**config.mk**
```make
export PLATFORM = sky130hd
export DESIGN_NAME = multi_lane_phase_align
export DESIGN_NICKNAME = d
export VERILOG_FILES = /design/src/rtl/multi_lane_phase_align_pkg.sv /design/src/rtl/multi_lane_phase_align_window_tracker.sv /design/src/rtl/multi_lane_phase_align.sv
export SDC_FILE = /design/constraint.sdc
export NUM_CORES = 1
export LEC_CHECK = 0
export ABC_CLOCK_PERIOD_IN_PS = 16880
export CAP_MARGIN = 30
export CORE_MARGIN = 5
export CORE_UTILIZATION = 30
export DETAILED_ROUTE_END_ITERATION = 8
export PLACE_DENSITY = 0.56
export SYNTH_ARGS = -nofsm -noshare
export SYNTH_HDL_FRONTEND = slang
export SYNTH_SLANG_ARGS = --single-unit
```
**constraint.sdc**
```tcl
create_clock -name clk -period 16.88 [get_ports clk]
set_input_delay 3.376 -clock clk [delete_from_list [all_inputs] [get_ports clk]]
set_output_delay 3.376 -clock clk [all_outputs]
set_load 0.02 [all_outputs]
```
**src/rtl/multi_lane_phase_align_pkg.sv**
```systemverilog
// Shared definitions for the multi-lane capture phase aligner: controller states,
// datapath reset / clock-stop pulse lengths and a width helper.
package multi_lane_phase_align_pkg;

    typedef enum logic [3:0] {
        ST_IDLE       = 4'd0,
        ST_SWEEP      = 4'd1,
        ST_EVAL       = 4'd2,
        ST_APPLY      = 4'd3,
        ST_NEXT_LANE  = 4'd4,
        ST_RST_DP     = 4'd5,
        ST_CHECK_WORD = 4'd6,
        ST_GOOD       = 4'd7,
        ST_ERR        = 4'd8
    } state_e;

    localparam int RST_DP_PULSE_LEN = 8;
    localparam int STOP_PULSE_LEN   = 12;

    // Bits needed to index n items, never less than one.
    function automatic int clog2_min1(input int n);
        int r;
        r = 1;
        for (int i = 1; i < 31; i++) begin
            if ((1 << i) < n) r = i + 1;
        end
        return r;
    endfunction

endpackage

```
**src/rtl/multi_lane_phase_align_window_tracker.sv**
```systemverilog
// Tracks the current and longest run of passing phases during a sweep and
// derives the centre phase of the longest (earliest on ties) window.
module window_tracker #(
    parameter int PHASE_W = 4
) (
    input  logic               clk_i,
    input  logic               reset_n_i,
    input  logic               clear_i,
    input  logic               eval_i,
    input  logic               pass_i,
    input  logic [PHASE_W-1:0] phase_i,
    output logic [PHASE_W:0]   run_nxt_o,
    output logic [PHASE_W:0]   best_len_nxt_o,
    output logic [PHASE_W-1:0] center_o
);

    localparam logic [PHASE_W:0] RUN_SAT = (PHASE_W + 1)'(1) << PHASE_W;

    logic [PHASE_W:0]   run_q, run_d, best_len_q, best_len_d;
    logic [PHASE_W:0]   run_prev, start_full, half;
    logic [PHASE_W-1:0] best_start_q, best_start_d;

    always_comb begin
        // Windows never wrap: phase 0 always starts a fresh run.
        run_prev     = (phase_i == '0) ? '0 : run_q;
        run_nxt_o    = !pass_i ? '0 : ((run_prev == RUN_SAT) ? run_prev : run_prev + 1'b1);
        start_full   = {1'b0, phase_i} - run_nxt_o + 1'b1;
        run_d        = run_q;
        best_len_d   = best_len_q;
        best_start_d = best_start_q;
        if (clear_i) begin
            run_d        = '0;
            best_len_d   = '0;
            best_start_d = '0;
        end else if (eval_i) begin
            run_d = run_nxt_o;
            if (run_nxt_o > best_len_q) begin
                best_len_d   = run_nxt_o;
                best_start_d = start_full[PHASE_W-1:0];
            end
        end
    end

    assign best_len_nxt_o = (run_nxt_o > best_len_q) ? run_nxt_o : best_len_q;
    assign half           = (best_len_q - 1'b1) >> 1;
    assign center_o       = best_start_q + half[PHASE_W-1:0];

    always_ff @(posedge clk_i) begin
        if (!reset_n_i) begin
            run_q        <= '0;
            best_len_q   <= '0;
            best_start_q <= '0;
        end else begin
            run_q        <= run_d;
            best_len_q   <= best_len_d;
            best_start_q <= best_start_d;
        end
    end

endmodule

```
**src/rtl/multi_lane_phase_align.sv**
```systemverilog
// Per-lane capture phase training: sweep every phase, pick the passing window,
// then pulse a datapath reset until word alignment holds, and monitor in GOOD.
module multi_lane_phase_align
    import multi_lane_phase_align_pkg::*;
#(
    parameter int LANES       = 2,
    parameter int PHASE_W     = 4,
    parameter int TMR_W       = 8,
    parameter int RTY_W       = 8,
    parameter int MARGIN      = 6,
    parameter int CENTER_MODE = 1,
    localparam int LW         = clog2_min1(LANES)
) (
    input  logic                     clk,
    input  logic                     reset_n,
    input  logic                     lock_i,
    input  logic [2*LANES-1:0]       align_status_i,
    input  logic                     reset_datapath_i,
    output logic [LANES*PHASE_W-1:0] phase_o,
    output logic                     reset_datapath_out_o,
    output logic                     stop_out_o,
    output logic                     good_o,
    output logic                     good_int_o,
    output logic                     err_o,
    output logic [LW-1:0]            cur_lane_o
);

    localparam logic [TMR_W-1:0]   TMR_MAX  = '1;
    localparam logic [TMR_W-1:0]   TMR_END  = TMR_MAX - 1'b1;
    localparam logic [TMR_W-1:0]   RDP_END  = TMR_W'(RST_DP_PULSE_LEN);
    localparam logic [TMR_W-1:0]   STOP_END = TMR_W'(STOP_PULSE_LEN);
    localparam logic [RTY_W-1:0]   RTY_MAX  = '1;
    localparam logic [RTY_W-1:0]   RTY_LAST = RTY_MAX - 1'b1;
    localparam logic [PHASE_W-1:0] PH_LAST  = '1;
    localparam logic [PHASE_W:0]   MARGIN_V = (PHASE_W + 1)'(MARGIN);
    localparam logic [LW-1:0]      LANE_LAST = LW'(LANES - 1);

    state_e                         state_q, state_d;
    logic                           lock_q, rdp_ff_q, fail_q, fail_d;
    logic [2*LANES-1:0]             status_q;
    logic [TMR_W-1:0]               timer_q, timer_d;
    logic [RTY_W-1:0]               retry_q, retry_d;
    logic [LW-1:0]                  lane_q, lane_d;
    logic [LANES-1:0][PHASE_W-1:0]  phase_q, phase_d;
    logic                           rdp_out_q, rdp_out_d, stop_out_q, stop_out_d;
    logic                           good_int_q, good_int_d, gint_done_q, gint_done_d;
    logic                           bit_any, word_any, trk_clear;
    logic [PHASE_W-1:0]             cur_phase, center;
    logic [PHASE_W:0]               run_nxt, best_len_nxt;

    assign cur_phase = phase_q[lane_q];

    always_comb begin
        bit_any  = 1'b0;
        word_any = 1'b0;
        for (int i = 0; i < LANES; i++) begin
            bit_any  = bit_any  | status_q[2*i];
            word_any = word_any | status_q[2*i+1];
        end
    end

    window_tracker #(.PHASE_W(PHASE_W)) u_tracker (
        .clk_i          (clk),
        .reset_n_i      (reset_n),
        .clear_i        (trk_clear),
        .eval_i         (state_q == ST_EVAL),
        .pass_i         (!fail_q),
        .phase_i        (cur_phase),
        .run_nxt_o      (run_nxt),
        .best_len_nxt_o (best_len_nxt),
        .center_o       (center)
    );

    always_ff @(posedge clk) begin
        if (!reset_n) state_q <= ST_IDLE;
        else          state_q <= state_d;
    end

    always_comb begin
        state_d = state_q;
        case (state_q)
            ST_IDLE:       if (lock_q) state_d = ST_SWEEP;
            ST_SWEEP:      if (lock_q && timer_q == TMR_MAX) state_d = ST_EVAL;
            ST_EVAL: begin
                if (CENTER_MODE == 0 && run_nxt >= MARGIN_V) state_d = ST_APPLY;
                else if (cur_phase != PH_LAST)               state_d = ST_SWEEP;
                else if (best_len_nxt >= MARGIN_V)           state_d = ST_APPLY;
                else if (retry_q == RTY_LAST)                state_d = ST_ERR;
                else                                         state_d = ST_SWEEP;
            end
            ST_APPLY:      state_d = ST_NEXT_LANE;
            ST_NEXT_LANE:  state_d = (lane_q < LANE_LAST) ? ST_SWEEP : ST_RST_DP;
            ST_RST_DP:     if (timer_q == TMR_END) state_d = (retry_q == RTY_MAX) ? ST_ERR : ST_CHECK_WORD;
            ST_CHECK_WORD: state_d = word_any ? ST_RST_DP : ST_GOOD;
            ST_GOOD: begin
                // Monitoring is suspended while the PLL is unlocked.
                if (lock_q) begin
                    if (bit_any)                    state_d = ST_IDLE;
                    else if (word_any || rdp_ff_q)  state_d = ST_RST_DP;
                end
            end
            ST_ERR:        if (rdp_ff_q) state_d = ST_IDLE;
            default:       state_d = ST_IDLE;
        endcase
    end

    always_comb begin
        timer_d   = timer_q;
        retry_d   = retry_q;
        lane_d    = lane_q;
        phase_d   = phase_q;
        fail_d    = fail_q;
        trk_clear = 1'b0;
        if (state_d != state_q) begin
            timer_d = '0;
        end else if ((state_q == ST_SWEEP && lock_q) || state_q == ST_RST_DP || state_q == ST_GOOD) begin
            if (timer_q != TMR_MAX) timer_d = timer_q + 1'b1;
        end
        case (state_q)
            ST_IDLE: begin
                retry_d = '0;
                if (lock_q) begin
                    lane_d     = '0;
                    phase_d[0] = '0;
                    trk_clear  = 1'b1;
                end
            end
            ST_SWEEP: if (state_d == ST_EVAL) fail_d = status_q[{lane_q, 1'b0}];
            ST_EVAL: begin
                if (state_d == ST_SWEEP && cur_phase != PH_LAST) begin
                    phase_d[lane_q] = cur_phase + 1'b1;
                end else if (cur_phase == PH_LAST && state_d != ST_APPLY) begin
                    retry_d = retry_q + 1'b1;
                    if (state_d == ST_SWEEP) begin
                        phase_d[lane_q] = '0;
                        trk_clear       = 1'b1;
                    end
                end
            end
            ST_APPLY:      if (CENTER_MODE != 0) phase_d[lane_q] = center;
            ST_NEXT_LANE: begin
                retry_d = '0;
                if (state_d == ST_SWEEP) begin
                    lane_d          = lane_q + 1'b1;
                    phase_d[lane_d] = '0;
                    trk_clear       = 1'b1;
                end
            end
            ST_CHECK_WORD: if (state_d == ST_GOOD) retry_d = '0;
            default: ;
        endcase
        // Each pass through the datapath reset counts as one retry.
        if (state_d == ST_RST_DP && state_q != ST_RST_DP && retry_d != RTY_MAX) retry_d = retry_d + 1'b1;
    end

    always_comb begin
        rdp_out_d   = (state_q == ST_RST_DP) && (timer_q < RDP_END);
        stop_out_d  = (state_q == ST_RST_DP) && (timer_q < STOP_END);
        good_int_d  = (state_q == ST_GOOD) && (timer_q == TMR_MAX) && !gint_done_q;
        gint_done_d = (state_q == ST_GOOD) && (gint_done_q || good_int_d);
    end

    always_ff @(posedge clk) begin
        if (!reset_n) begin
            lock_q      <= 1'b0;
            rdp_ff_q    <= 1'b0;
            status_q    <= '0;
            fail_q      <= 1'b0;
            timer_q     <= '0;
            retry_q     <= '0;
            lane_q      <= '0;
            phase_q     <= '0;
            rdp_out_q   <= 1'b0;
            stop_out_q  <= 1'b0;
            good_int_q  <= 1'b0;
            gint_done_q <= 1'b0;
        end else begin
            lock_q      <= lock_i;
            rdp_ff_q    <= reset_datapath_i;
            if (lock_q) status_q <= align_status_i;
            fail_q      <= fail_d;
            timer_q     <= timer_d;
            retry_q     <= retry_d;
            lane_q      <= lane_d;
            phase_q     <= phase_d;
            rdp_out_q   <= rdp_out_d;
            stop_out_q  <= stop_out_d;
            good_int_q  <= good_int_d;
            gint_done_q <= gint_done_d;
        end
    end

    assign phase_o              = phase_q;
    assign reset_datapath_out_o = rdp_out_q;
    assign stop_out_o           = stop_out_q;
    assign good_o               = (state_q == ST_GOOD);
    assign good_int_o           = good_int_q;
    assign err_o                = (state_q == ST_ERR);
    assign cur_lane_o           = lane_q;

endmodule

```
**After elaboration in Yosys (flattened, before gate mapping)**

Cells that the tools add are included.

- Register bits: 54
- Bits of input ports: 8
- Word-level logic and storage cells: 152

- Add/sub/neg operators: 10
- Order comparisons: 10
- Equal/unequal tests: 28
- Muxes and demuxes: 48
- Bitwise logic cells: 7
- Reductions and logical operators: 32

Operators with widths:

| cell | count |
|---|---|
| two-way mux 4 bit | 16 |
| two-way mux 8 bit | 8 |
| case mux 4 bit (9 select lines) | 1 |
| equality test 8 bit (second input constant) | 4 |
| adder 8 x 1 -> 8 bit (second input constant) | 3 |
| equality test 4 x 3 -> 1 bit (second input constant) | 6 |
| case mux 8 bit (3 select lines) | 1 |
| two-way mux 5 bit | 4 |
| AND 8 bit | 2 |
| bitwise mux 8 bit | 2 |
| less-than comparator 8 x 4 -> 1 bit (second input constant) | 2 |
| inequality test 8 bit (second input constant) | 2 |
| NOT 8 bit | 2 |
| case mux 4 bit (4 select lines) | 1 |
| logical AND 1 bit | 13 |
| equality test 4 x 2 -> 1 bit (second input constant) | 3 |
| case mux 4 bit (3 select lines) | 1 |
| adder 4 x 1 -> 4 bit (second input constant) | 2 |
| demux 4 bit (select 1 bit) | 2 |
| equality test 4 x 1 -> 1 bit (second input constant) | 2 |
| equality test 4 bit (second input constant) | 2 |
| zero test 4 bit | 2 |
| two-way mux 1 bit | 8 |
| inequality test 3 bit (second input constant) | 2 |
| other kinds (33) | 44 |

**Longest topological paths before layout**

Gate-level depths: netlist of the first run.

- Word-level depth: 21
- Depth in mapped cells: 27
- Depth with buffers taken out: 24

**By module**

A second synthesis of the first run with hierarchy kept.

- Cell total of the unflattened synthesis: 473
- Area total of the unflattened synthesis: 3986.3 sq um

Modules (own cells, without submodules):

| module | instances | cells an instance | area each (sq um) | seq. area each (sq um) |
|---|---|---|---|---|
| multi_lane_phase_align | 1 | 350 | 2837.7 | 800.8 |
| window_tracker | 1 | 123 | 1148.6 | 280.3 |

**Worst setup path before layout of the first run**

No wires, ideal clock.

- Path type: register to register
- Start: reg lane_q (netlist: cur_lane_o)
- End: reg retry_q[6]
- Library setup time: 0.122 ns
- Arrival: 6.138 ns
- Data required time: 16.758 ns
- Slack: 10.620 ns
- Cell stages (with the launch flop): 26
- Path buffers: 3
- Path through: dfxtp_1 -> buf_6 -> clkbuf_1 -> buf_1 -> mux2i_1 -> ha_1 -> or4b_4 -> and3_1 -> inv_1 -> ha_1 -> nor4bb_1 -> a21o_1 -> nor2_1 -> ha_1 -> o21a_1 -> o31ai_1 -> a21oi_1 -> mux2_2 -> nor4_4 -> mux2_4 -> nand2_1 -> ha_1 -> and2_1 -> o211ai_2 -> or3_1 -> o311a_1

- Cells in the longest elaborated chain, start to end: 21
- Elaborated cells on any way between the ends: 33

Ends and longest elaborated chain:

| element | RTL line | text |
|---|---|---|
| from (decl) | multi_lane_phase_align.sv:43 | `logic [LW-1:0] lane_q, lane_d;` |
| from (signal assigned) | multi_lane_phase_align.sv:184 | `lane_q <= lane_d;` |
| two-way mux 4 bit (implied by the code) (*) (2 in series) | multi_lane_phase_align.sv:51 | `assign cur_phase = phase_q[lane_q];` |
| zero test 4 bit (*) | multi_lane_phase_align_window_tracker.sv:25 | `run_prev = (phase_i == '0) ? '0 : run_q;` |
| two-way mux 5 bit (*) | multi_lane_phase_align_window_tracker.sv:25 |  |
| adder 5 x 1 -> 5 bit / equality test 5 bit (equally long branches) | multi_lane_phase_align_window_tracker.sv:26 | `run_nxt_o = !pass_i ? '0 : ((run_prev == RUN_SAT) ? run_prev : run_prev + 1'b1);` |
| two-way mux 5 bit (*) (2 in series) | multi_lane_phase_align_window_tracker.sv:26 |  |
| named net run_nxt[3] | multi_lane_phase_align.sv:49 | `logic [PHASE_W:0] run_nxt, best_len_nxt;` |
| greater-than comparator 5 bit | multi_lane_phase_align_window_tracker.sv:44 | `assign best_len_nxt_o = (run_nxt_o > best_len_q) ? run_nxt_o : best_len_q;` |
| two-way mux 5 bit (*) | - |  |
| >= comparator 5 x 3 -> 1 bit (*) | multi_lane_phase_align.sv:87 | `else if (best_len_nxt >= MARGIN_V) state_d = ST_APPLY;` |
| two-way mux 4 bit (*) | multi_lane_phase_align.sv:87 |  |
| two-way mux 4 bit (*) | multi_lane_phase_align.sv:86 | `else if (cur_phase != PH_LAST) state_d = ST_SWEEP;` |
| case mux 4 bit (9 select lines) (*) | multi_lane_phase_align.sv:81 | `case (state_q)` |
| parallel branches: the longest is 7 deep, another holds adder 8 x 1 -> 8 bit | - |  |
| two-way mux 8 bit (*) | multi_lane_phase_align.sv:153 | `if (state_d == ST_RST_DP && state_q != ST_RST_DP && retry_d != RTY_MAX) retry_d = retry_d + 1'b1;` |
| to (signal assigned) | multi_lane_phase_align.sv:183 | `retry_q <= retry_d;` |
| to (decl) | multi_lane_phase_align.sv:42 | `logic [RTY_W-1:0] retry_q, retry_d;` |

Mark *: on every way through the listed nets, which the timed path passes. The select of a mux whose other input is x is not followed.
A chain may end at the register's enable or synchronous reset.

**Worst setup path in the final report of the first run**

Same ends and word-level chain as after synthesis.

==> results.toml, run 1 <==
[yosys]
synthTopCellsByCount = "nor2_1, nand2_1, dfxtp_1"
synth_most_common_cell = "nor2_1"
ys_ff_latch = 54
synthTopCellsByArea = "dfxtp_1, ha_1, nor2_1"
yosysWarnings = 0
synth_ff_type = "dfxtp_1"
synth_cells = 523
syn-cell-area_um2 = 3980
ys_seq_area_frac = 0.272
synth-edff-count = 0
synth_cell_types = 75
synth_nets = 555
yosys.area.top_type = "dfxtp_1"
syn_avg_cell_area_um2 = 7.61
synth_top_cell_area_share = 0.272
async_reset_ff_frac = 0

[clocking]
cts_root_buffer = "clkbuf_16"
clk_pin_slew_ns = 0.07
cts-hold-fix-buffers = 0
clk_latency_ns = 0.30
cts_setup_buffers = 0
ctsResizeCount = 0
clock-sinks = 54
cts_tree = "yes"
clockBufferDepth = 2
htreeDepth = 2
cts_buffers = 5

[placement]
place_congestion = 0.883
dp_hpwl_um = 7900
io_buffers = 21

[global_routing]
grt_max_degree = 26
grt_overflow = 0
grt.total_usage = 0.134
antenna_found_initial = 0
grt_pass1_vias = 3596
grt_first_pass_wirelength_um = 17600

[sta]
setup-violations-final = 0
hold_viol = 0
period_needed_ns = 6.47
relSlewSlack = 0.366
timing.fmax_mhz = 155
fin_crit_sh = 0.383
finalSetupTns_ns = 0
hold_slack_ns = 0.434
finalClockSkew_ns = 0.00564
rsz0062_at_grt = "false"
slew_viol_final = 0
tightestPinTransition_ns = 0.947

[die]
initial_utilization = 0.303
die-area_um2 = 15700
coreArea_um2 = 13100
ios = 22
die_w_um = 125
fp-row-count = 42
die_h_um = 125

[finish]
ff_latch_area_um2 = 1080
drive_above_1_share = 0.0677
nets = 564
multiInputGateArea_um2 = 2690
area_growth_pct = 12.9
fill_cells = 1443
diodes = 0

[worst_setup_path]
reg2regPathDepth = 22
cp_max_fo = 16
critPathMaxStageDelay_ns = 0.68
cp.required_ns = 17.07
crit_chain = "mux2i_1 > ha_1 > or4b_4 > and2_4 > nand2_1 > ha_1 > nor4bb_1 > a21o_1 > nor2_1 > ha_1 > o21a_1 > o31ai_1 > a21oi_1 > mux2_2 > nor4_4 > mux2_4 > nand2_1 > ha_1 > and2_1 > o211ai_2 > or3_1 > o311a_1"
endpoint_kind = "register"
r2r-end = "retry_q[6]$_SDFF_PN0_"
rrSetupSlack_ns = 10.41
r2r-start = "cur_lane_o$_SDFFE_PN0P_"
path_buf_inv = 0
critPathSlowestCell = "dfxtp_1"
worstSetupStartpointType = "register"
crit_top_cell = "ha_1"
cp_top_family = "simple AND/OR/NAND/NOR gates"
crit_type = "reg2reg"
cp.arrival_ns = 6.66

[power_and_ir_drop]
total_leakage_power_nw = 1.71
power_density_nw_per_um2 = 55.1
ir_drop_uv = 33.8

[worst_hold_path]
hp-start = "gint_done_q$_SDFF_PN0_"
worstHoldPathCells = 1
hp-class = "reg2reg"
min_to = "good_int_o$_SDFF_PN0_"

[outcome]
outcome = "completed"

[routing]
vias = 3735
drc = 0
drt-initial-drc-count = 294
via_per_inst = 5.28
firstDrtPassIters = 5
wl_per_cell_um = 14.9
wirelength_um = 10500
postRouteAntennaNets = 0

[flow_run]
cap_violations = 0
## cells by family after synthesis
kind of cell / share of synthesized area
compound gates: 0.196
flops: 0.272
buf+inv: 0.0525
mux: 0.0472
xor+xnor: 0.0506
fa+ha+maj: 0.0792
simple gates: 0.303
## flip-flops by register name (all words and copies together), names as in the netlist, 4 cells and up, named ones only
signal and count:
phase_o 4, retry_q 8, state_q 4, status_q 4, timer_q 8, u_tracker.best_len_q 5, u_tracker.best_start_q 4, u_tracker.run_q 5
## where the power goes
part | leakage, nW | switching (mW) | internal [mW]
combinational | 1.21 | 0.00931 | 0.00541
clock | 0.0619 | 0.0487 | 0.0543
sequential | 0.436 | 0.00148 | 0.128
## per-stage QoR
step	utilization	setup slack (ns)	total power, mW	cell area, um2	std cells
after global placement	0.330	10.73	0.147	4340	700
after global routing	0.342	9.88	0.259	4490	708
final	0.342	10.41	0.248	4490	708
after floorplan	-	10.62	0.142	3980	523
after detailed placement	0.330	10.45	0.147	4340	700
after CTS	0.341	10.44	0.251	4480	707
## final cells by class
type,instances,share of cell area
flip-flops and latches,54,0.241
multi-input cells,416,0.599
well taps,176,0.0490
clock inverters,2,0.00334
clock buffers,5,0.0279
repair buffers,25,0.0552
inverters,30,0.0251
## cell usage in the layout, fill, tap and decap left out, drive strengths merged, types with 4 or more instances in the layout
cell type,count
or3,6
a31oi,13
nor2,68
nor2b,5
and3,8
or4,4
a21oi,37
a211oi,8
xor2,14
ha,22
xnor2,9
clkbuf,5
inv,29
nand4,6
o21ai,23
nand2,64
nand2b,5
dfxtp,54
nor4,9
and2,7
nand3,20
mux2i,15
o211ai,6
buf,4
o31ai,7
clkdlybuf4s50,21
nor3,15
## routing by layer
metal,share of wire,GRT usage
met4,0.021,0.0491
met1,0.47,0.180
met2,0.46,0.215
met5,0,0
met3,0.042,0.0247
## worst max-delay path by stage
stage	from	to	slack, ns	cells past startpoint
2_1_floorplan	cur_lane_o$_SDFFE_PN0P_	retry_q[6]$_SDFF_PN0_	10.62	25
3_3_place_gp	cur_lane_o$_SDFFE_PN0P_	retry_q[6]$_SDFF_PN0_	10.73	22
3_5_place_dp	cur_lane_o$_SDFFE_PN0P_	retry_q[6]$_SDFF_PN0_	10.45	22
4_1_cts	cur_lane_o$_SDFFE_PN0P_	retry_q[6]$_SDFF_PN0_	10.44	22
5_1_grt	cur_lane_o$_SDFFE_PN0P_	retry_q[6]$_SDFF_PN0_	9.88	22
6_report	cur_lane_o$_SDFFE_PN0P_	retry_q[6]$_SDFF_PN0_	10.41	22
(Power assumes the default switching activity.)
==> inputs of run 2 (changes only) <==
Settings changed: ABC_CLOCK_PERIOD_IN_PS 16880 to 6100.
Clock period 16.88 ns to 6.1 ns, I/O delays scaled along.
==> run 2 against run 1 <==
Register-to-register slack got worse by 10 ns. Sequential share of layout area down 0.20 points. Power rose to 2.9 times the previous value. Flip-flop and latch count unchanged. Worst hold slack improved by 0.0084 ns. Maximum frequency rose by 13%. Final area rose by 1.2%. Wire length grew 0.67%. Critical endpoint unchanged. Largest cell class unchanged. Largest power group unchanged.
==> results.toml, run 2 (synthesized netlist as in run 1, its figures left out) <==
[clocking]
clock-sinks = 54
clk_latency_ns = 0.30
cts_buffers = 5
clk_pin_slew_ns = 0.08
cts_root_buffer = "clkbuf_16"
clockBufferDepth = 2
htreeDepth = 2
cts-hold-fix-buffers = 0
cts_tree = "yes"

[sta]
slew_viol_final = 0
relSlewSlack = 0.391
hold_viol = 0
finalSetupTns_ns = 0
finalClockSkew_ns = 0.00603
hold_slack_ns = 0.442
period_needed_ns = 5.74
setup-violations-final = 0
fin_crit_sh = 0.941
setup_ws_ns = 0.359
timing.fmax_mhz = 174
tightestPinTransition_ns = 0.909

[routing]
wl_per_cell_um = 14.8
postRouteAntennaNets = 0
wirelength_um = 10600
via_per_inst = 5.32
firstDrtPassIters = 5
drt-initial-drc-count = 281
vias = 3793
drc = 0

[finish]
reg.largest.list = "retry_q (8), timer_q (8)"
fin_area_um2 = 4550
nets = 568
area_growth_pct = 14.2
drive_above_1_share = 0.0819
final_cells = 713
layout_common_cells = "nor2_1, nand2_1, dfxtp_1"
diodes = 0
final_common_cell = "nor2_1"

[power_and_ir_drop]
seqPwrFrac = 0.506
p_sw_mw = 0.181
total_leakage_power_nw = 1.75
power_frac_clock = 0.438
power_frac_comb = 0.056
power_density_nw_per_um2 = 156
ir_drop_uv = 97.0
intPower_mw = 0.527
swShare = 0.256

[die]
fp-row-count = 42
initial_utilization = 0.303
coreArea_um2 = 13100
die-area_um2 = 15700
ios = 22
die_w_um = 125
die_h_um = 125

[global_routing]
grt.total_usage = 0.136
grt_pass1_vias = 3610
grt_first_pass_wirelength_um = 18100
grt_overflow = 0
grt_max_degree = 26
antenna_found_initial = 0

[outcome]
outcome = "completed"

[placement]
place_congestion = 0.889
dp_hpwl_um = 7940
place_area_um2 = 4370
io_buffers = 21
dp_slack_ns = 0.256
place_inst = 704

[worst_setup_path]
cp_max_fo = 13
cp.arrival_ns = 5.93
cp.required_ns = 6.29
crit_type = "reg2reg"
worstSetupStartpointType = "register"
endpoint_kind = "register"

[flow_run]
cap_violations = 0

[worst_hold_path]
hp-class = "reg2reg"
==> run 2: cell types whose count changed in the layout (fill, tap and decap cells not counted) <==
cell / previous run / this run
inv_6: 0 / 1
buf_4: 3 / 8
nor4bb_2: 0 / 1
a21oi_2: 1 / 2
nor4bb_1: 1 / 0
mux2_2: 1 / 0
inv_8: 0 / 1
clkinv_4: 0 / 1
a21oi_1: 36 / 35
dfxtp_4: 0 / 1
mux2_4: 1 / 2
clkinvlp_4: 2 / 0
buf_8: 1 / 0
dfxtp_1: 54 / 53
==> run 2: power groups by stage <==
stage	clock (mW)	sequential, mW	combinational (mW)
after floorplan	0	0.365	0.0274
after global placement	0	0.367	0.0393
after detailed placement	0	0.367	0.0395
after CTS	0.321	0.359	0.0397
after global routing	0.337	0.359	0.0441
final	0.310	0.359	0.0397
==> run 2: repair_timing <==
action / in CTS / in global routing
buffers inserted: 0 / 1
resized for setup: 0 / 3
endpoints found under the setup margin: 0 / 3
==> run 2: final timing paths <==
path,endpoint,depth (start not counted),start,slack [ns]
setup / recovery,retry_q[6]$_SDFF_PN0_,22,cur_lane_o$_SDFFE_PN0P_,0.36
hold / removal,good_int_o$_SDFF_PN0_,1,gint_done_q$_SDFF_PN0_,0.44
setup reg to reg,retry_q[6]$_SDFF_PN0_,22,cur_lane_o$_SDFFE_PN0P_,0.36
hold reg to reg,good_int_o$_SDFF_PN0_,1,gint_done_q$_SDFF_PN0_,0.44
==> run 2: metal layers <==
metal	up-vias	routed length (um)	GRT usage	share of wire
li1	1895	-	-	-
met1	1801	5100	0.187	0.48
met2	90	4970	0.226	0.47
met3	7	433	0.0235	0.041
met4	0	85	0.0281	0.0080
met5	-	0	0	0
==> run 2: area by class of cell <==
| class | instances | area, um2 |
|---|---|---|
| Clock buffer | 5 | 125 |
| Clock inverter | 3 | 28.8 |
| Fill cell | 1402 | 8590 |
| Inverter | 30 | 113 |
| Multi-Input combinational cell | 416 | 2700 |
| Sequential cell | 54 | 1080 |
| Tap cell | 176 | 220 |
| Timing Repair Buffer | 29 | 270 |
==> run 2: critical path, stage by stage (launching register included) <==
cell      delay (ns)
dfxtp_4         0.43
mux2i_1         0.26
ha_1            0.20
or4b_4          0.50
and2_4          0.17
nand2_1         0.08
ha_1            0.14
nor4bb_2        0.37
a21o_1          0.24
nor2_1          0.10
ha_1            0.22
o31ai_1         0.41
a21oi_2         0.14
a21oi_1         0.61
nor4_4          0.10
buf_4           0.19
mux2i_1         0.16
nand2_1         0.11
ha_1            0.17
and2_1          0.17
o211ai_2        0.11
or3_1           0.41
o311a_1         0.33
==> run 2: metrics by stage <==
step	total power [mW]	utilization
5_1_grt	0.740	0.346
6_report	0.708	0.346
2_1_floorplan	0.392	-
4_1_cts	0.720	0.345
3_3_place_gp	0.406	0.333
3_5_place_dp	0.407	0.333
==> inputs of run 3 (changes only) <==
Settings changed: ABC_AREA from default to 0, CORE_UTILIZATION 30 to 40, CTS_CLUSTER_DIAMETER from default to 150, PLACE_DENSITY 0.56 to 0.67.
==> run 3 against run 2 <==
Final area shrank 2.5%. Largest power group unchanged. Maximum frequency shrank 0.66%. Critical endpoint unchanged. Setup slack lost 0.038 ns. Sequential share of layout area grew 0.61 points. Global-route usage grew 4.4 points. Register-to-register slack lost 0.04 ns.
==> results.toml, run 3 (synthesized netlist as in run 1, its figures left out) <==
[global_routing]
grt_max_degree = 26
use_met3 = 0.0235
met1_usage = 0.230
grt_overflow = 0
grt_util_met2 = 0.313
grt_first_pass_wirelength_um = 17600
grt_pass1_vias = 3723
top_usage_layer = "met2"
antenna_found_initial = 0
grt.total_usage = 0.180

[sta]
finalClockSkew_ns = 0.0143
relSlewSlack = 0.419
fin_crit_sh = 0.947
period_needed_ns = 5.78
hold_viol = 0
hold_slack_ns = 0.439
slew_viol_final = 0
setup-violations-final = 0
tightestPinTransition_ns = 0.868
timing.fmax_mhz = 173

[power_and_ir_drop]
power_density_nw_per_um2 = 139
ir_drop_uv = 98.5
total_leakage_power_nw = 1.72

[die]
die_h_um = 110
coreArea_um2 = 9730
initial_utilization = 0.409
fp-row-count = 36
die-area_um2 = 12000
die_w_um = 110
ios = 22

[worst_setup_path]
cp_top_family = "simple AND/OR/NAND/NOR gates"
r2r-start = "cur_lane_o$_SDFFE_PN0P_"
critPathMaxStageDelay_ns = 0.50
endpoint = "retry_q[6]$_SDFF_PN0_"
r2r-end = "retry_q[6]$_SDFF_PN0_"
cp.arrival_ns = 5.99
reg2regPathDepth = 22
worstSetupStartpointType = "register"
crit_top_cell = "ha_1"
cp.required_ns = 6.31
crit_cells = 22
endpoint_kind = "register"
path_buf_inv = 1
crit_chain = "mux2i_2 > ha_1 > or4b_4 > and3_1 > inv_1 > ha_1 > nor4bb_2 > a21o_1 > nor2_1 > ha_1 > o21a_1 > o31ai_1 > a21oi_2 > mux2_4 > nor4_4 > mux2_4 > nand2_1 > ha_1 > and2_1 > o211ai_2 > or3_1 > o311a_1"
crit_type = "reg2reg"
rrSetupSlack_ns = 0.32
critPathSlowestCell = "or4b_4"
critPathLaunch = "cur_lane_o$_SDFFE_PN0P_"
cp_max_fo = 13

[placement]
place_congestion = 0.922
io_buffers = 21
dp_hpwl_um = 7730

[clocking]
clk_pin_slew_ns = 0.11
clockBufferDepth = 2
clock-sinks = 54
clk_latency_ns = 0.32
cts_buffers = 5
cts_root_buffer = "clkbuf_8"
cts-hold-fix-buffers = 0
htreeDepth = 2
cts_tree = "yes"

[finish]
final_common_cell = "nor2_1"
diodes = 0
utilization = 0.456
multiInputGateArea_um2 = 2710
nets = 567
ff_latch_area_um2 = 1080
reg.largest.list = "retry_q (8), timer_q (8)"
layout_common_cells = "nor2_1, nand2_1, dfxtp_1"
drive_above_1_share = 0.0840
fill_cells = 982
area_growth_pct = 11.4

[routing]
via_per_inst = 5.67
vias = 3795
firstDrtPassIters = 4
drc = 0
postRouteAntennaNets = 0
wirelength_um = 10200
wl_per_cell_um = 15.3
drt-initial-drc-count = 259

[outcome]
outcome = "completed"

[worst_hold_path]
hp-class = "reg2reg"

[flow_run]
cap_violations = 0
run 3: worst register-to-register path: cells and delay by family (launching register included):
kind | cells | cell delay (ns)
AND/OR/NAND/NOR | 8 | 2.20
AO/OA/AOI/OAI | 6 | 1.18
multiplexers | 3 | 0.98
adder cells (fa/ha/maj) | 4 | 0.81
flip-flops | 1 | 0.44
buffers and inverters | 1 | 0.06
run 3: timing repair:
item                                    4_1_cts  5_1_grt
gates resized for setup                       0        5
endpoints found under the setup margin        0        6
setup buffers                                 0        1
run 3: area by class of cell:
class	instances	share of cell area
tap	133	0.0375
sequential	54	0.245
multi-input combinational	416	0.612
clock inverter	3	0.00593
inverter	30	0.0254
clock buffer	5	0.0155
timing repair buffer	28	0.0593
run 3: power by group:
group / leakage (nW) / internal, mW / switching, mW
combinational: 1.23 / 0.0145 / 0.0250
sequential: 0.437 / 0.355 / 0.00389
clock: 0.0491 / 0.0850 / 0.135
total: 1.72 / 0.454 / 0.164
run 3: metrics by stage:
stage	cells	cell area [um2]	setup slack (ns)	total power, mW	setup TNS [ns]
final	669	4430	0.321	0.618	0
after global routing	669	4430	-0.0191	0.647	-0.0194
after CTS	668	4410	0.211	0.628	0
after detailed placement	660	4310	0.257	0.407	0
after global placement	660	4310	0.454	0.406	0
after floorplan	523	3990	0.0654	0.392	0
run 3: how the worst min path moves through the flow:
stage	startpoint	to	slack, ns	cells past startpoint
floorplan	gint_done_q$_SDFF_PN0_	good_int_o$_SDFF_PN0_	0.40	1
global placement	gint_done_q$_SDFF_PN0_	good_int_o$_SDFF_PN0_	0.43	1
detailed placement	gint_done_q$_SDFF_PN0_	good_int_o$_SDFF_PN0_	0.43	1
CTS	gint_done_q$_SDFF_PN0_	good_int_o$_SDFF_PN0_	0.45	1
global route	gint_done_q$_SDFF_PN0_	good_int_o$_SDFF_PN0_	0.49	1
finish	gint_done_q$_SDFF_PN0_	good_int_o$_SDFF_PN0_	0.44	1
run 3: metal layers:
layer  part of all wire  wire [um]
met3              0.038        388
met5                  0          0
met1               0.46       4700
met4              0.021        217
met2               0.48       4910
==> edit, RTL diff (flow settings as in run 3) <==
The parameter `CENTER_MODE` goes from 1 to 0.
--- a/src/rtl/multi_lane_phase_align.sv
+++ b/src/rtl/multi_lane_phase_align.sv
@@ -9,5 +9,5 @@
     parameter int RTY_W       = 8,
     parameter int MARGIN      = 6,
-    parameter int CENTER_MODE = 1,
+    parameter int CENTER_MODE = 0,
     localparam int LW         = clog2_min1(LANES)
 ) (
Function: same outputs for any inputs over 10 cycles, from zero or initial values and one cycle with reset_n low; that may be too few to reach the edited logic, so the function may still have changed.
==> edit against run 3 <==
  * Routed wire length down 19%
  * Area after synthesis down 16%
  * Clock skew down 1.7 ps
  * Sequential share of layout area up 2.3 points
  * Sequential cell count down 4
  * Total power up 0.21%
  * Design area down 15%
  * Setup slack better by 140 ps
  * Sequential power down 7.2%
  * Critical endpoint is now retry_q[3]
  * Largest power group unchanged
  * Highest routed layer unchanged
==> edit: results (changes against run 3) <==
Global routing:
- The largest net degree at the start of global routing is 24 (-7.7%).
- The first-pass GRT wire length is 14200 µm (-19%).
- The overall global routing resource usage is 16.6% (-1.5 points).
- The number of antenna violations at the first check in global routing was 0 (unchanged).
- The number of global-route vias before repair came to 3085 (-17%).

Final layout:
- The number of fill cells is 792 (-19%).
- The final instance count without filler cells is 552 (-17%).
- The fraction of final layout cells with drive strength greater than 1 came to 8.05% (-0.34 points).
- The number of nets in the layout was 466 (-18%).

Setup path:
- The highest-delay cell along the critical path is or4_1.
- The number of cells on the worst reg-to-reg path came to 26 (+18%).
- The critical register-to-register path endpoint is retry_q[3].
- The worst endpoint data arrival time is 5870 ps (-120 ps).
- The register-to-register setup slack is 460 ps (+140 ps).
- The largest driver fanout on the critical path is 11 (-2).

Yosys:
- The multiplexer fraction of the synthesized cell area is 3.87% (-0.84 points).
- The post-synthesis xor/xnor area fraction was 2.87% (-2.2 points).
- The post-synthesis sequential area ratio came to 29.8% (+2.6 points).
- The arithmetic-cell share of the synthesized area counting full adders, half adders and majority gates was 4.47% (-3.5 points).
- The synthesized net count is 455 (-18%).
- The synthesized instance count came to 435 (-17%).
- The compound-cell area share of the yosys netlist is 23.9% (+4.3 points).
- By count the netlist is led by nor2_1, dfxtp_1, nand2_1.
- By area the synthesized netlist is led by dfxtp_1, nor2_1, nand2_1.

Routing:
- The mean number of vias per cell is 5.81 (+2.4%).
- The aggregate routed wire length was 8220 µm (-19%).
- The initial DRC count is 315 (+22%).
- The count of TritonRoute iterations in the first routing pass was 5 (+1).

Placed design:
- The estimated wirelength of the detail-placed design is 6090 µm (-21%).
- The weighted congestion at the end of routability-driven global placement is 0.890 (-3.4%).
- The number of cells after detailed placement is 544 (-18%).

CTS:
- The number of buffers inserted during clock tree synthesis is 5 (unchanged).
- At the later pin of the worst-skew pair, clock insertion delay measures 310 ps.

Power:
- The peak supply drop is 0.0000955 V (-3.0%).
- The static leakage came to 1.26 nW (-26%).

Timing:
- The worst slew slack as a fraction of its limit is 44.7% (+2.8 points).
- The worst hold-check slack came to 429 ps (-9.06 ps).
- The post-route clock skew came to 12.7 ps (-1.69 ps).

Status:
- The run finished with clean final reports.
## edit: critical path, delay by kind of cell (launching register included)
kind / cells / cell delay (ps)
buffers and inverters: 3 / 310
muxes: 1 / 300
adders and majority gates: 4 / 880
and+or+nand+nor: 8 / 1460
AOI/OAI and AO/OA: 9 / 2040
DFF: 1 / 460
xor gates and xnor gates: 1 / 80
## edit: power by group
part           switching, mW  internal [mW]
Combinational         0.0207         0.0131
Sequential           0.00395          0.329
Clock                  0.118          0.135
## edit: cell type report
type / instances / area share, %
multi-input cells: 349 / 58.8
flip-flops and latches: 50 / 26.7
repair buffers: 23 / 6.01
well taps: 105 / 3.50
clock buffers: 6 / 2.20
inverters: 17 / 1.70
clock inverters: 2 / 1.03
## edit: worst max path at each step
stage,endpoint,start,slack (ps)
after floorplan,retry_q[7],cur_lane_o,620
after global placement,retry_q[7],cur_lane_o,630
after detailed placement,retry_q[7],cur_lane_o,390
after CTS,retry_q[3],cur_lane_o,300
after global routing,retry_q[0],cur_lane_o,-10
final,retry_q[3],cur_lane_o,460
## edit: logic make-up (layout without fill, tap and decap cells)
kind of cell	after synthesis	in the layout
buffers and inverters	36	48
AOI/OAI and AO/OA	108	108
xor gates and xnor gates	11	11
muxes	13	13
and+or+nand+nor	205	205
DFF	50	50
adders and majority gates	12	12
## edit: timing repair
item,CTS,global route
hold buffers,0,0
setup buffers,0,0
setup endpoints to repair,0,22
gates resized for setup,0,3
## edit: routing by layer
| metal | share of wire [%] | global-route usage (%) |
|---|---|---|
| met5 | 0 | 0 |
| met4 | 1.4 | 5.01 |
| met3 | 4.1 | 2.55 |
| met2 | 47 | 28.1 |
| met1 | 47 | 21.6 |
## edit: per-stage QoR
step                      instance area, µm²  setup WS, ps  setup TNS, ps  util [%]
final                                   3750           459              0      45.6
after global routing                    3750         -12.1          -23.8      45.6
after global placement                  3610           627              0      44.0
after floorplan                         3360           618              0         -
after CTS                               3730           298              0      45.4
after detailed placement                3610           389              0      44.0
